**src/rtl/ild1420_tx_sched.sv**
```systemverilog
// ild1420_tx_sched: fixed-rate tick generator and round-robin frame scheduler for the ILD1420 UART serializer
module ild1420_tx_sched #(
    parameter int N_CH       = 4,
    parameter int TIMER_W    = 16,
    parameter int HS_TIMEOUT = 4
) (
    input  logic                 clk,
    input  logic                 rst,
    input  logic                 enable,
    input  logic [TIMER_W-1:0]   period,
    input  logic [N_CH-1:0]      req_valid,
    input  logic [16*N_CH-1:0]   req_distance,
    input  logic [2*N_CH-1:0]    req_error,
    output logic [N_CH-1:0]      req_ready,
    output logic                 tx_start,
    output logic [15:0]          tx_distance,
    output logic [1:0]           tx_error,
    input  logic                 tx_done,
    output logic [2:0]           active_ch,
    output logic [15:0]          frames_sent,
    output logic                 overrun,
    output logic                 hs_fault,
    input  logic                 flag_clr
);
    localparam int HW = $clog2(HS_TIMEOUT + 1);

    typedef enum logic [1:0] {IDLE, WAIT_BUSY, WAIT_DONE} state_t;

    state_t             state_q, state_d;
    logic [TIMER_W-1:0] timer_q, timer_d;
    logic [HW-1:0]      hs_cnt_q, hs_cnt_d;
    logic [N_CH-1:0]    req_ready_q, req_ready_d;
    logic               tx_start_q, tx_start_d;
    logic [15:0]        tx_distance_q, tx_distance_d;
    logic [1:0]         tx_error_q, tx_error_d;
    logic [2:0]         active_ch_q, active_ch_d;
    logic [15:0]        frames_sent_q, frames_sent_d;
    logic               overrun_q, overrun_d;
    logic               hs_fault_q, hs_fault_d;
    logic               run, tick, found, ov_set, hs_set;
    logic [2:0]         grant, idx;
    logic [7:0]         valid_a;
    logic [15:0]        dist_a [8];
    logic [1:0]         err_a [8];

    // Unpack the flat request buses into 8-entry tables so a 3-bit channel index is always in range
    for (genvar g = 0; g < 8; g++) begin : g_unpack
        if (g < N_CH) begin : g_ch
            assign valid_a[g] = req_valid[g];
            assign dist_a[g]  = req_distance[16*g +: 16];
            assign err_a[g]   = req_error[2*g +: 2];
        end else begin : g_pad
            assign valid_a[g] = 1'b0;
            assign dist_a[g]  = '0;
            assign err_a[g]   = '0;
        end
    end

    // Frame-period timer: wraps to 0 on tick, held at 0 when stopped
    always_comb begin
        run     = enable && (period != '0);
        tick    = run && (timer_q >= period - TIMER_W'(1));
        timer_d = (run && !tick) ? timer_q + TIMER_W'(1) : '0;
    end

    // Round-robin search starting one past the last granted channel
    always_comb begin
        found = 1'b0;
        grant = active_ch_q;
        idx   = active_ch_q;
        for (int k = 1; k <= N_CH; k++) begin
            idx = 3'((int'(active_ch_q) + k) % N_CH);
            if (!found && valid_a[idx]) begin
                found = 1'b1;
                grant = idx;
            end
        end
    end

    // Scheduler next state: issue frames on tick, track the done handshake, raise sticky flags
    always_comb begin
        state_d       = state_q;
        hs_cnt_d      = hs_cnt_q;
        tx_start_d    = 1'b0;
        req_ready_d   = '0;
        tx_distance_d = tx_distance_q;
        tx_error_d    = tx_error_q;
        active_ch_d   = active_ch_q;
        frames_sent_d = frames_sent_q;
        ov_set        = 1'b0;
        hs_set        = 1'b0;
        case (state_q)
            IDLE: begin
                if (tick && tx_done) begin
                    tx_start_d    = 1'b1;
                    frames_sent_d = frames_sent_q + 16'd1;
                    hs_cnt_d      = '0;
                    state_d       = WAIT_BUSY;
                    tx_distance_d = found ? dist_a[grant] : tx_distance_q;
                    tx_error_d    = found ? err_a[grant] : 2'b11;
                    active_ch_d   = grant;
                    req_ready_d   = found ? N_CH'(8'b1 << grant) : '0;
                end
                ov_set = tick && !tx_done;
            end
            WAIT_BUSY: begin
                ov_set = tick;
                if (!tx_done) begin
                    state_d = WAIT_DONE;
                end else if (hs_cnt_q == HW'(HS_TIMEOUT - 1)) begin
                    hs_set  = 1'b1;
                    state_d = IDLE;
                end else begin
                    hs_cnt_d = hs_cnt_q + 1'b1;
                end
            end
            WAIT_DONE: begin
                ov_set  = tick;
                state_d = tx_done ? IDLE : WAIT_DONE;
            end
            default: state_d = IDLE;
        endcase
        overrun_d  = ov_set || (overrun_q && !flag_clr);
        hs_fault_d = hs_set || (hs_fault_q && !flag_clr);
    end

    // State and registered outputs; reset leaves active_ch at the last channel so channel 0 wins first
    always_ff @(posedge clk or posedge rst) begin
        if (rst) begin
            state_q       <= IDLE;
            timer_q       <= '0;
            hs_cnt_q      <= '0;
            req_ready_q   <= '0;
            tx_start_q    <= 1'b0;
            tx_distance_q <= '0;
            tx_error_q    <= '0;
            active_ch_q   <= 3'(N_CH - 1);
            frames_sent_q <= '0;
            overrun_q     <= 1'b0;
            hs_fault_q    <= 1'b0;
        end else begin
            state_q       <= state_d;
            timer_q       <= timer_d;
            hs_cnt_q      <= hs_cnt_d;
            req_ready_q   <= req_ready_d;
            tx_start_q    <= tx_start_d;
            tx_distance_q <= tx_distance_d;
            tx_error_q    <= tx_error_d;
            active_ch_q   <= active_ch_d;
            frames_sent_q <= frames_sent_d;
            overrun_q     <= overrun_d;
            hs_fault_q    <= hs_fault_d;
        end
    end

    assign req_ready   = req_ready_q;
    assign tx_start    = tx_start_q;
    assign tx_distance = tx_distance_q;
    assign tx_error    = tx_error_q;
    assign active_ch   = active_ch_q;
    assign frames_sent = frames_sent_q;
    assign overrun     = overrun_q;
    assign hs_fault    = hs_fault_q;
endmodule

```
**config.mk**
```make
export PLATFORM = sky130hd
export DESIGN_NAME = ild1420_tx_sched
export DESIGN_NICKNAME = d
export VERILOG_FILES = /design/src/rtl/ild1420_tx_sched.sv
export SDC_FILE = /design/constraint.sdc
export NUM_CORES = 1
export LEC_CHECK = 0
export CORE_ASPECT_RATIO = 1.1
export CORE_MARGIN = 5
export CORE_UTILIZATION = 38
export CTS_CLUSTER_DIAMETER = 120
export DETAILED_ROUTE_END_ITERATION = 6
export MAX_ROUTING_LAYER = met4
export PLACE_DENSITY = 0.73
export SLEW_MARGIN = 20
export SYNTH_ARGS = -nofsm -noshare
export SYNTH_HDL_FRONTEND = slang
export SYNTH_SLANG_ARGS = --single-unit
```
**constraint.sdc**
```tcl
create_clock -name clk -period 4.9 [get_ports clk]
set_input_delay 0.49 -clock clk [delete_from_list [all_inputs] [get_ports clk]]
set_output_delay 0.49 -clock clk [all_outputs]
set_load 0.1 [all_outputs]
```
==> results of run 1 <==
-- Yosys cell counts, types with 7 or more instances --
| master | n | area share [%] |
|---|---|---|
| mux2_1 | 9 | 2.4 |
| mux2_2 | 9 | 2.4 |
| nand2_1 | 23 | 2.1 |
| buf_2 | 7 | 0.83 |
| and3_1 | 12 | 1.8 |
| inv_1 | 13 | 1.2 |
| ha_1 | 24 | 7.2 |
| a21oi_1 | 10 | 1.2 |
| nand4_1 | 11 | 1.6 |
| mux2i_1 | 55 | 13 |
| xor2_1 | 30 | 6.3 |
| nor2_1 | 30 | 2.7 |
| nand3_1 | 7 | 0.83 |
| xnor2_1 | 13 | 2.7 |
| dfrtp_1 | 63 | 38 |
-- power by group through the flow --
stage | registers [mW] | clock network (mW) | logic, mW
2_1_floorplan | 0.687 | 0 | 0.178
3_3_place_gp | 0.587 | 0 | 0.435
3_5_place_dp | 0.588 | 0 | 0.445
4_1_cts | 0.580 | 0.641 | 0.445
5_1_grt | 0.582 | 0.661 | 0.474
6_report | 0.580 | 0.620 | 0.441
-- flip-flops by register name, indices dropped and copies added (netlist names), 2 cells and up --
register,flops
frames_sent,16
timer_q,16
tx_distance,16
req_ready,4
active_ch,3
hs_cnt_q,3
state_q,2
tx_error,2
-- metal layers --
metal  vias to the layer above  wire length, µm  share of wire, %
li1                       1740                -                 -
met5                         -                0                 0
met4                         0              155               1.4
met1                      1710             4660                42
met2                       120             5400                48
met3                        13              975               8.7
-- cell type report --
class | instances | area share [%]
clock inverter | 3 | 0.657
sequential | 65 | 26.7
inverter | 13 | 0.801
multi-input combinational | 306 | 40.3
clock buffer | 13 | 4.11
timing repair buffer | 150 | 24.4
tap | 147 | 3.02
-- repair_timing --
action                     in CTS  in global routing
hold endpoints to repair        0                  0
resized for setup               0                  1
hold buffers                    0                  0
setup endpoints to repair       0                  2
-- through the flow --
step	setup WS (ns)	utilization (%)	std cells	area, µm²	hold WS [ns]
floorplan	0.611	-	400	4200	0.467
global placement	0.160	53.4	681	5800	0.456
detailed placement	0.0367	53.4	681	5800	0.463
CTS	0.364	56.1	697	6090	0.470
global route	0.0397	56.1	697	6090	0.500
finish	0.407	56.1	697	6090	0.467
-- worst max-delay path: stages --
cell	delay, ns
clkdlybuf4s50_1	0.47
nor4_1	0.41
nand2_1	0.15
or4_1	0.44
or4_1	0.43
xor2_1	0.16
ha_1	0.29
nand4_1	0.10
or3_1	0.40
a311o_1	0.34
a31o_1	0.29
buf_4	0.22
nor4_1	0.38
xnor2_1	0.16
-- logic make-up (layout without fill, tap and decap cells) --
group | after synthesis | count (layout) | synth area share [%]
xor gates and xnor gates | 43 | 43 | 8.97
adders and majority gates | 24 | 24 | 7.15
buffers and inverters | 29 | 179 | 3.34
and+or+nand+nor | 129 | 129 | 17.3
DFF | 65 | 65 | 38.8
AOI/OAI and AO/OA | 37 | 37 | 6.44
muxes | 73 | 73 | 17.9
-- worst min-delay path by stage --
stage	start	endpoint	slack, ns	depth (start not counted)
global placement	frames_sent[15]	frames_sent[15]	0.46	1
global route	frames_sent[13]	frames_sent[13]	0.50	1
CTS	frames_sent[15]	frames_sent[15]	0.47	1
detailed placement	frames_sent[15]	frames_sent[15]	0.46	1
floorplan	timer_q[0]	timer_q[0]	0.47	1
finish	frames_sent[15]	frames_sent[15]	0.47	1
==> results_dict.tcl, run 1 <==
set metrics [dict create \
    outcome "finished, final reports clean" \
    clk_latency_ns 0.33 \
    post-dp-hpwl_mm 8.89 \
    synthFlopType "dfrtp_1" \
    syn_nets 521 \
    seqPwrFrac_pct 35.3 \
    synthCells 400 \
    ios 141 \
    fin_worst_skew_ns 0.00724 \
    critPathRequiredTime_ns 5.15 \
    clkSinkCount 65 \
    fin_tns_setup_ns 0 \
    grt-busiest-layer "met2" \
    regArea_um2 1630 \
    htree_levels 3 \
    grt_usage_pct 17.4 \
    start_util_pct 38.7 \
    arrival_ns 4.75 \
    syn_avg_cell_area_um2 10.5 \
    hp-class "reg2reg" \
    dr.pass1.iters 4 \
    r2r-end "frames_sent[11]" \
    use_met3_pct 5.18 \
    via_per_inst 5.14 \
    setup_viol 0 \
    power_switching_share_pct 29.6 \
    cp_max_fo 14 \
    p_int_mw 1.16 \
    drc 0 \
    diodes 0 \
    cts.reportedPaths.clkPinSlew_ns 0.06 \
    num_vias 3583 \
    finish.net_count 666 \
    numCtsBuffers 9 \
    power.total_mw 1.64 \
    grt_setup_unrepaired "false" \
    gp_congestion 0.890 \
    cts_tree "built" \
    root_buffer "clkbuf_16" \
    syn2layout_area_growth_pct 45.2 \
    achievable-frequency_mhz 223 \
    final_common_cell "clkdlybuf4s50_1" \
    die_y_um 120 \
    finalCritPeriodShare_pct 91.7 \
    async_flop_share_pct 100 \
    crit_end "frames_sent[11]" \
    final_cell_mix "clkdlybuf4s50_1, dfrtp_1, mux2i_1" \
    path_class "in2reg" \
    timing.rr.start "timer_q[13]" \
    netlist_area_um2 4200 \
    fp.dieW_um 110 \
    ys_ff_latch 65 \
    drt-total-wl_mm 11.2 \
    fin_crit_ns 4.49 \
    core_area_um2 10900 \
    antenna_found_initial 0 \
    ys_types 56 \
    fill_cells 947 \
    power_density_nw_per_um2 269 \
    p_leak_nw 2.73 \
    rows 40 \
    dr.first_iter.drc_count 109 \
    synth_edf_count 0 \
    rr_worst_depth 8 \
    wl_per_cell_um 16.1 \
    grt_pass1_vias 3640 \
    grt.met1_usage_pct 19.8 \
    drive_gt1_share_pct 9.09 \
    power.switching_uw 486 \
    ant_nets 0 \
    p_comb_share_pct 26.9 \
    slew_violations 0 \
    grt_start_max_net_pins 66 \
    hold_viol_final 0 \
    peakVddDrop_mv 0.143 \
    gr-total-overflow 0 \
    drv_cap 0 \
    clockBufferDepth 2 \
    cts_setup_buffers 0 \
    numPortBuffers 140 \
    grt.met2_usage_pct 29.3 \
    dieArea_um2 13300 \
    rrSetupSlack_ns 2.17 \
    max-slew-margin-rel_pct 31.3 \
    cp-start-kind "input pin" \
    endpoint_kind "flop" \
    worstSetupStartpoint "period[2]" \
    ys_seq_area_share_pct 38.8 \
    p_clk_share_pct 37.8 \
    multiInputGateArea_um2 2450 \
    yosysWarnings 0 \
    worst_pin_slew_ns 1.03 \
    grt_pass1_wl_mm 17.7 \
]
(Power assumes the default switching activity.)
==> run 2, diff against run 1 <==
- DONT_BUFFER_PORTS: not set -> 1
- PLACE_DENSITY: 0.73 -> 0.56
- SLEW_MARGIN: 20 -> not set
==> run 2 against run 1 <==
Compared with the run above:
- global-route usage shrank 2.8 points
- die area is the same
- total power shrank 11%
- clock power shrank 10%
- sequential cell count is the same
- first-iteration DRC count shrank 19%
- critical path type unchanged
- register-to-register slack lost 0.24 ns
- via count shrank 18%
- final cell count shrank 21%
- sequential share of layout area grew 8.5 points
==> results_dict.tcl, run 2 (synthesized netlist as in run 1, its figures left out) <==
set metrics [dict create \
    outcome "finished, final reports clean" \
    drv_cap 0 \
    fp.dieW_um 110 \
    cp_max_fo 19 \
    numPortBuffers 0 \
    dr.first_iter.drc_count 88 \
    ios 141 \
    drc 0 \
    peakVddDrop_mv 0.163 \
    drt-total-wl_mm 9.33 \
    core_area_um2 10900 \
    endpoint_kind "flop" \
    finalCritPeriodShare_pct 86.4 \
    syn2layout_area_growth_pct 10.0 \
    final_cell_mix "dfrtp_1, mux2i_1, xor2_1" \
    cts_setup_buffers 0 \
    max-slew-margin-rel_pct 25.3 \
    ctsResizeCount 0 \
    p_leak_nw 2.17 \
    cp-start-kind "input pin" \
    fin_crit_ns 4.24 \
    critPathRequiredTime_ns 5.11 \
    dr.pass1.iters 4 \
    finish.net_count 523 \
    gp_congestion 0.738 \
    grt_usage_pct 14.5 \
    grt_setup_unrepaired "false" \
    root_buffer "clkbuf_16" \
    final_common_cell "dfrtp_1" \
    grt_pass1_vias 3000 \
    antenna_found_initial 0 \
    wl_per_cell_um 16.8 \
    clkSinkCount 65 \
    drive_gt1_share_pct 11.3 \
    worst_pin_slew_ns 1.12 \
    die_y_um 120 \
    num_vias 2942 \
    via_per_inst 5.31 \
    hold_viol_final 0 \
    dp.cells 538 \
    fin_tns_setup_ns 0 \
    grt_pass1_wl_mm 14.7 \
    ant_nets 0 \
    hp-class "in2reg" \
    arrival_ns 4.45 \
    htree_levels 3 \
    achievable-frequency_mhz 236 \
    cts.reportedPaths.clkPinSlew_ns 0.05 \
    grt_start_max_net_pins 66 \
    start_util_pct 38.7 \
    postCtsHoldBufs 0 \
    post-dp-hpwl_mm 7.17 \
    numCtsBuffers 9 \
    power.total_mw 1.45 \
    fin_worst_skew_ns 0.00319 \
    cts_tree "built" \
    clockBufferDepth 2 \
    gr-total-overflow 0 \
    diodes 0 \
    clk_latency_ns 0.33 \
    whs_ns 0.254 \
    rows 40 \
    slew_violations 0 \
    dieArea_um2 13300 \
    path_class "in2reg" \
    power_density_nw_per_um2 314 \
    fin_cells 554 \
    setup_viol 0 \
]
## run 2: through the flow
| stage | utilization (%) | cell area [µm²] | worst slack, ns |
|---|---|---|---|
| floorplan | - | 4200 | 0.611 |
| global placement | 40.2 | 4360 | 0.385 |
| detailed placement | 40.2 | 4360 | 0.299 |
| CTS | 42.5 | 4620 | 0.652 |
| global route | 42.5 | 4620 | 0.374 |
| finish | 42.5 | 4620 | 0.665 |
## run 2: cell type report
type	instances	area (µm²)
clock buffers	12	236
clock inverters	4	20.0
fillers	1064	6240
inverters	13	48.8
multi-input cells	306	2450
flip-flops and latches	65	1630
well taps	147	184
repair buffers	7	52.6
## run 2: routing by layer
layer / vias to the layer above / track usage (%) / wire [µm]
met1: 1382 / 16.3 / 3950
met2: 107 / 23.7 / 4460
met3: 7 / 5.39 / 811
li1: 1446 / - / -
met5: - / - / 0
met4: 0 / 5.00 / 107
## run 2: path summary, 6_finish.rpt
kind	start	end	slack, ns	cells after the start
setup reg to reg	active_ch[1]	tx_distance[3]	1.93	7
hold reg to reg	timer_q[0]	timer_q[0]	0.51	1
setup / recovery	period[0]	hs_cnt_q[1]	0.66	14
hold / removal	flag_clr	overrun	0.25	1
max in group asynchronous	rst	frames_sent[8]	4.06	2
min in group asynchronous	rst	tx_error[0]	0.31	2
## run 2: report_power, final
part           internal [mW]  switching (mW)
sequential             0.559           0.127
combinational         0.0979           0.112
clock                  0.338           0.219
total                  0.995           0.457
## run 2: critical path, stage by stage
cell	delay (ns)
inv_1	0.06
ha_1	0.22
nor3b_1	0.26
nand2_1	0.13
or4_1	0.42
or4_1	0.42
xor2_1	0.16
ha_1	0.29
nand4_1	0.11
or3_1	0.40
a311o_1	0.33
a31o_1	0.48
a211o_1	0.38
a211o_1	0.28
